<file path="src/rtl/keypad_scanner.sv">
// 4x4 matrix keypad scanner: walks one active-low column at a time, samples
// synchronised rows, and commits a debounced 6-bit key code (0 = no key).
module keypad_scanner #(
  parameter int unsigned SCAN_DIV       = 1000,
  parameter int unsigned DEBOUNCE_SCANS = 4
) (
  input  logic       Clock,
  input  logic       Reset,
  output logic [3:0] Keyp_Col_O,
  input  logic [3:0] Keyp_Row_I,
  output logic [5:0] Key_Value,
  output logic       Key_Valid,
  output logic       Key_Strobe
);

  localparam int unsigned DW = $clog2(SCAN_DIV);
  localparam int unsigned SW = $clog2(DEBOUNCE_SCANS + 1);
  localparam logic [DW-1:0] DWELL_LAST = DW'(SCAN_DIV - 1);
  localparam logic [SW-1:0] STABLE_MAX = SW'(DEBOUNCE_SCANS);

  logic [3:0]    row_meta;
  logic [3:0]    row_sync;
  logic [DW-1:0] dwell;
  logic [1:0]    col_idx;
  logic [1:0]    col_next;
  logic [4:0]    acc;
  logic [4:0]    candidate;
  logic [SW-1:0] stable;
  logic [SW-1:0] stable_inc;

  logic          sample;
  logic          scan_end;
  logic [4:0]    hit;
  logic [4:0]    scan_code;

  assign sample     = (dwell == DWELL_LAST);
  assign scan_end   = sample && (col_idx == 2'd3);
  assign col_next   = col_idx + 2'd1;
  assign stable_inc = stable + SW'(1);

  // Lowest pressed row of the driven column; iterate high-to-low so row 0 wins.
  always_comb begin
    hit = '0;
    for (int unsigned r = 0; r < 4; r++) begin
      if (!row_sync[3 - r]) begin
        hit = 5'({col_idx, 2'(3 - r)}) + 5'd1;
      end
    end
  end

  // Earlier columns already hold the lowest code, so a non-zero acc wins.
  assign scan_code = (acc != '0) ? acc : hit;

  always_ff @(posedge Clock) begin
    if (Reset) begin
      row_meta <= '1;
      row_sync <= '1;
    end else begin
      row_meta <= Keyp_Row_I;
      row_sync <= row_meta;
    end
  end

  always_ff @(posedge Clock) begin
    if (Reset) begin
      dwell      <= '0;
      col_idx    <= '0;
      Keyp_Col_O <= 4'b1110;
      acc        <= '0;
    end else if (sample) begin
      dwell      <= '0;
      col_idx    <= col_next;
      Keyp_Col_O <= ~(4'b0001 << col_next);
      acc        <= (col_idx == 2'd3) ? '0 : scan_code;
    end else begin
      dwell      <= dwell + DW'(1);
    end
  end

  always_ff @(posedge Clock) begin
    if (Reset) begin
      candidate  <= '0;
      stable     <= '0;
      Key_Value  <= '0;
      Key_Valid  <= 1'b0;
      Key_Strobe <= 1'b0;
    end else begin
      Key_Strobe <= 1'b0;
      if (scan_end) begin
        if (scan_code != candidate) begin
          candidate <= scan_code;
          stable    <= SW'(1);
        end else if (stable < STABLE_MAX) begin
          stable <= stable_inc;
          if (stable_inc == STABLE_MAX) begin
            Key_Value  <= {1'b0, candidate};
            Key_Valid  <= (candidate != '0);
            Key_Strobe <= (candidate != '0) && ({1'b0, candidate} != Key_Value);
          end
        end
      end
    end
  end

endmodule

</file>
<file path="config.mk">
export PLATFORM = sky130hd
export DESIGN_NAME = keypad_scanner
export DESIGN_NICKNAME = d
export VERILOG_FILES = /design/src/rtl/keypad_scanner.sv
export SDC_FILE = /design/constraint.sdc
export NUM_CORES = 1
export LEC_CHECK = 0
export ABC_CLOCK_PERIOD_IN_PS = 2900
export CORE_ASPECT_RATIO = 0.5
export CORE_UTILIZATION = 55
export DETAILED_ROUTE_END_ITERATION = 10
export GPL_TIMING_DRIVEN = 0
export PLACE_DENSITY = 0.78
export SLEW_MARGIN = 20
export SYNTH_ARGS = -nofsm -noshare
export SYNTH_HDL_FRONTEND = slang
export SYNTH_SLANG_ARGS = --single-unit
</file>
<file path="constraint.sdc">
create_clock -name Clock -period 2.9 [get_ports Clock]
set_input_delay 0.29 -clock Clock [delete_from_list [all_inputs] [get_ports Clock]]
set_output_delay 0.29 -clock Clock [all_outputs]
set_load 0.01 [all_outputs]
</file>
---- Word level (Yosys, flattened, before mapping) ----
Index checks and enable logic that the tools add are counted.
cells by class
  $lt $le $gt $ge ......................... 1
  add/subtract/negate cells ............... 7
  bitwise logic cells ..................... 5
  shifts and indexed selects .............. 1
  mux-type cells .......................... 8
  eq/ne operators ......................... 5
  reductions and logical operators ........ 10
operators by type and width
  kind                                                                number
  5-bit 2-to-1 mux                                                    6
  4-bit by 1-bit adder with 5-bit output (second input constant)      4
  10-bit by 1-bit adder with 10-bit output (second input constant)    1
  10-bit equality test (second input constant)                        1
  5-bit inequality test                                               2
  5-bit nonzero test                                                  2
  3-bit 2-to-1 mux                                                    2
  5-bit OR reduction                                                  1
  1-bit inverter                                                      4
  4-bit inverter                                                      1
  2-bit AND reduction                                                 2
  4-bit AND reduction                                                 1
  1-bit by 2-bit left shift with 4-bit output (first input constant)  1
  3-bit by 1-bit adder with 3-bit output (second input constant)      1
  3-bit equality test (second input constant)                         1
  3-bit less-than comparator (second input constant)                  1
  2-bit by 1-bit adder with 2-bit output (second input constant)      1
  2-bit equality test (second input constant)                         1
  1-bit logical AND                                                   2
  2-bit nonzero test                                                  1
  2-bit OR reduction                                                  1
word-level totals
  output and inout port bits .............. 12
  input bits .............................. 6
  register bits ........................... 44

---- Logic depth before layout (Yosys ltp) ----
  depth in word-level cells ............... 9
  gate-level depth with buffers ........... 9
  depth with buffers taken out ............ 8

---- Worst setup path after synthesis ----
Ideal clock, no wire load.
  kind .................................... register -> register
  start ................................... register acc[0]
  end ..................................... register candidate[2]
  library setup time ...................... 121 ps
  setup slack ............................. 791 ps
  buffers on the path ..................... 1
  arrival time ............................ 1988 ps
  data required time ...................... 2779 ps
  stages on the path, launching flop included .. 8
  cells stage by stage .................... dfxtp_1 buf_6 nor4_2 nand4bb_1 o2111a_1 or3_4 a31oi_4 mux2_4
between the ends
  longest elaborated chain between the ends .. 4
ends and longest elaborated chain
  element                        line  source
  from (decl)                    26    logic [4:0] acc;
  from (signal assigned)         74    acc <= (col_idx == 2'd3) ? '0 : scan_code;
  5-bit nonzero test             52    assign scan_code = (acc != '0) ? acc : hit;
  5-bit 2-to-1 mux *             52
  5-bit inequality test          90    if (scan_code != candidate) begin
  2-bit AND reduction (no line)  -
  to (signal assigned)           91    candidate <= scan_code;
  to (decl)                      27    logic [4:0] candidate;
Every way passes the cells marked *; elsewhere a longest branch is shown, timed or not.
A chain may end at the register's enable or synchronous reset.

---- Worst setup path after layout ----
  start ................................... register col_idx[0]
  end ..................................... register stable[1]
between the ends
  longest elaborated chain between the ends .. 9
ends and longest elaborated chain
  element                                 line  source
  from (decl)                             24    logic [1:0] col_idx;
  from (signal assigned)                  72    col_idx <= col_next;
  4-bit by 1-bit adder with 5-bit output  46    hit = 5'({col_idx, 2'(3 - r)}) + 5'd1;
  5-bit 2-to-1 mux (4 in a row)           45    if (!row_sync[3 - r]) begin
  5-bit 2-to-1 mux                        52
  5-bit inequality test                   90
  2-bit nonzero test (no line)            -
  2-bit AND reduction (no line)           -
  to (signal assigned)                    94    stable <= stable_inc;
  to (decl)                               28    logic [SW-1:0] stable;
Several ways; a longest one is shown, not always the timed one.

==> metrics.md <==
| Metric | Value |
|---|---|
| Antenna violations before repair | `0` |
| Post-CTS setup buffer count | `0` |
| Drt drc | `0` |
| Clock Pin Slew Worst Setup and Hold Paths | `roughly 90 ps` |
| Sequential Power Share | `around 53%` |
| Vias | `between 1,500 and 2,000` |
| Synth warn | `0` |
| NumNets Final | `~270` |
| H-Tree Depth | `2` |
| Distinct cells, synth | `55` |
| Initial DRC Count | `63` |
| Diode count | `0` |
| Sw frac | `22.93%` |
| Worst setup SP type | `register` |
| Num CTS Buffers | `5` |
| Std-Cell Rows | `15` |
| Crit-path leading delay family | `compound AO/OA/AOI/OAI gates` |
| Max VDD drop | `roughly 0.25 mV` |
| Largest area contributor in the netlist | `dfxtp_1` |
| CTS sink cnt | `44` |
| Critical path arrival | `between 2000 and 3000 ps` |
| Post-Syn Area | `2158 um2` |
| Hold Buf Count CTS | `0` |
| Multi-input logic area | `approximately 1100 um2` |
| Routability cong. | `0.8559` |
| TritonCTS clock tree | `done` |
| Met1 wire length | `between 2000 and 2500 um` |
| Top routing layer in use | `met4` |
| Vias in the first global route | `between 1,500 and 2,000` |
| Power share of the combinational group | `5.3%` |
| Setup tns final | `0 ps` |
| Crit-path cells | `inv_1, ha_1, nor2b_1, mux2i_1, xnor2_1, o21ai_2, clkbuf_1, o2111ai_1, a21oi_1` |
| Core ar. | `3585 um2` |
| Wire length on met2 | `roughly 2000 um` |
| Worst R2R End | `stable[1]` |
| GRT Util Overall | `about 23%` |
| Worst-margin pin slew | `slightly above 500 ps` |
| Crit. Startpoint | `col_idx[0]` |
| Max_cap viols | `0` |
| F_max | `393.9 MHz` |
| Worst clock skew | `~7.1 ps` |
| P_sw | `between 0.0002 and 0.0003 W` |
| Status | `finished, final reports clean` |
| # port buffers | `16` |
| Starting density of the core | `about three fifths` |
| Area share of the largest cell type after synthesis | `about two fifths` |
| Fillcell total | `around 290` |
| CTS resizes | `0` |
| Global-route wire length before repair | `just over 7000 um` |
| Synth area leaders | `dfxtp_1 41%, ha_1 4.1%, nor2_1 3.8%` |
| Reg2Reg Setup Slack | `~360 ps` |
| Slew HR | `66.19%` |
| Largest stage delay, worst path | `approximately 450 ps` |
| RSZ-0062 raised after global routing | `no` |
| GRT overflow | `0` |
| Tcrit/Tclk final | `87.55%` |
| Seq. cell area | `approximately 880 um2` |
| Critical path endpoint | `stable[1]` |
| Final ANT Viol Nets | `0` |
| R2R depth | `9` |
| Final total power | `0.001167 W` |
| Reg-to-Reg Start | `col_idx[0]` |
| Die Width | `90.59 um` |
| CP Depth | `9` |
| Post-Syn Instances | `233` |
| Synthesis-to-finish area growth | `15.77%` |
| Clock network power share | `a little over two fifths` |
| Die ar. | `4194 um2` |
| Synth Net Count | `around 250` |
| Layout cell share with drive strength beyond 1 | `between 10% and 20%` |
| Final Setup Violations | `0` |
| DP HPWL | `3123 um` |
| Share of flip-flops with an asynchronous set or reset | `0%` |
| Internal power | `0.0008997 W` |
| WL/cell | `about 14 um` |
| Via-per-instance ratio | `5.682` |
| CTS root buf | `clkbuf_8` |
| Worst-path fanout max | `10` |
| Pleak | `0.9034 nW` |
| Slowest cell on crit path | `dfxtp_1` |
| Worst skew pair latency | `a little over 300 ps` |
| Critical path required time | `around 3100 ps` |
| Ys flop type | `dfxtp_1` |
| Critical Path End Type | `register` |
| Final hold viol count | `0` |
| #FFs+latches synth | `between 40 and 50` |
| Syn avg cell area | `a little over 9 um2` |
| I/O pin total | `18` |
| Die Y | `46.30 um` |
| Routed met3 length | `roughly 260 um` |
| Most frequent cells in the layout | `44 x dfxtp_1, 22 x nor2_1, 16 x clkdlybuf4s50_1` |
| Final min period | `between 2000 and 3000 ps` |
| Final wirelength | `4335 um` |
| Register area share after synthesis | `40.81%` |
| Pin count of the biggest net entering global routing | `16` |
| EDFF count, synth | `0` |
| Longest Clk Path Bufs | `2` |
| Crit Path Class | `reg -> reg` |
| DRT Pass-1 Iters | `4` |
| Final Slew Violations | `0` |
| Worst hold path type | `reg -> reg` |
| Power density over the cells | `467.2 nW/um2` |
| Commonest non-fill, non-tap cell in the layout | `dfxtp_1` |
| Worst path bufs/invs | `2` |
-- logic make-up (layout without fill, tap and decap cells) --
family | Yosys count | after routing | synth area share, %
buf+inv | 28 | 52 | 5.970
other cells | 1 | 1 | 0.1737
mux | 6 | 6 | 3.304
fa+ha+maj | 7 | 7 | 4.058
compound gates | 43 | 43 | 16.18
flops | 44 | 44 | 40.81
simple gates | 89 | 89 | 23.42
xor+xnor | 15 | 15 | 6.087
-- cell usage after synthesis, drive strengths merged (2+ instances only) --
cell type and number:
a41oi 4, nor2b 4, xnor2 8, o21ai 4
o31a 2, nor2 22, a31o 5, nand2 9
buf 6, dfxtp 44, nor3 8, mux2 3
ha 7, and2 2, and3 5, or4 2
mux2i 3, xor2 7, nand4 6, or2 8
or3 6, nand3 8, a21oi 14, a211o 3
a211oi 2, inv 14, nand2b 4, nor4 4
clkbuf 8
-- worst min-delay path by stage --
stage | startpoint | cells past startpoint | end
floorplan | row_meta[0] | 1 | row_sync[0]
global placement | row_meta[1] | 1 | row_sync[1]
detailed placement | row_meta[3] | 1 | row_sync[3]
CTS | row_meta[3] | 1 | row_sync[3]
global route | row_meta[3] | 1 | row_sync[3]
finish | row_meta[3] | 1 | row_sync[3]
-- power groups by stage --
stage	sequential (W)	clock (W)	combinational, W
final	0.000618	0.000487	0.0000623
after global routing	0.000620	0.000517	0.0000688
after CTS	0.000618	0.000491	0.0000621
after detailed placement	0.000633	0	0.0000621
after global placement	0.000632	0	0.0000612
after floorplan	0.000631	0	0.0000456
-- per-layer routing --
layer / vias up / track usage, %
li1: 860 / -
met1: 820 / 26.43
met2: 57 / 40.76
met3: 13 / 5.941
met4: 0 / 12.90
met5: - / 0
-- registers in the layout, summed over array words and instances, names as in the netlist --
name / flops
Key_Strobe: 1
Key_Valid: 1
Key_Value: 5
Keyp_Col_O: 4
acc: 5
candidate: 5
col_idx: 2
dwell: 10
row_meta: 4
row_sync: 4
stable: 3
-- cell type report --
type	count	share of cell area [%]
Tap cell	51	2.554
Multi-Input combinational cell	161	45.97
Sequential cell	44	35.25
Clock buffer	5	2.754
Timing Repair Buffer	16	6.410
Clock inverter	3	1.903
Inverter	14	2.103
Buffer	14	3.055
-- worst register-to-register path: stages, from the launching register on --
cell	delay (ps)
dfxtp_1	450
inv_1	100
ha_1	320
nor2b_1	130
mux2i_1	260
xnor2_1	120
o21ai_2	350
clkbuf_1	380
o2111ai_1	190
a21oi_1	170
-- per-stage QoR --
stage	hold WS (ps)	std cells	utilization (%)	area (um2)	worst slack, ps
floorplan	389.5	233	-	2158	791.0
global placement	392.0	300	66.46	2382	488.9
detailed placement	396.7	300	66.46	2382	422.2
CTS	417.7	308	69.70	2499	411.0
global route	441.1	308	69.70	2499	218.8
finish	416.1	308	69.70	2499	361.0
Note: power is estimated with default switching activity, not from simulation.
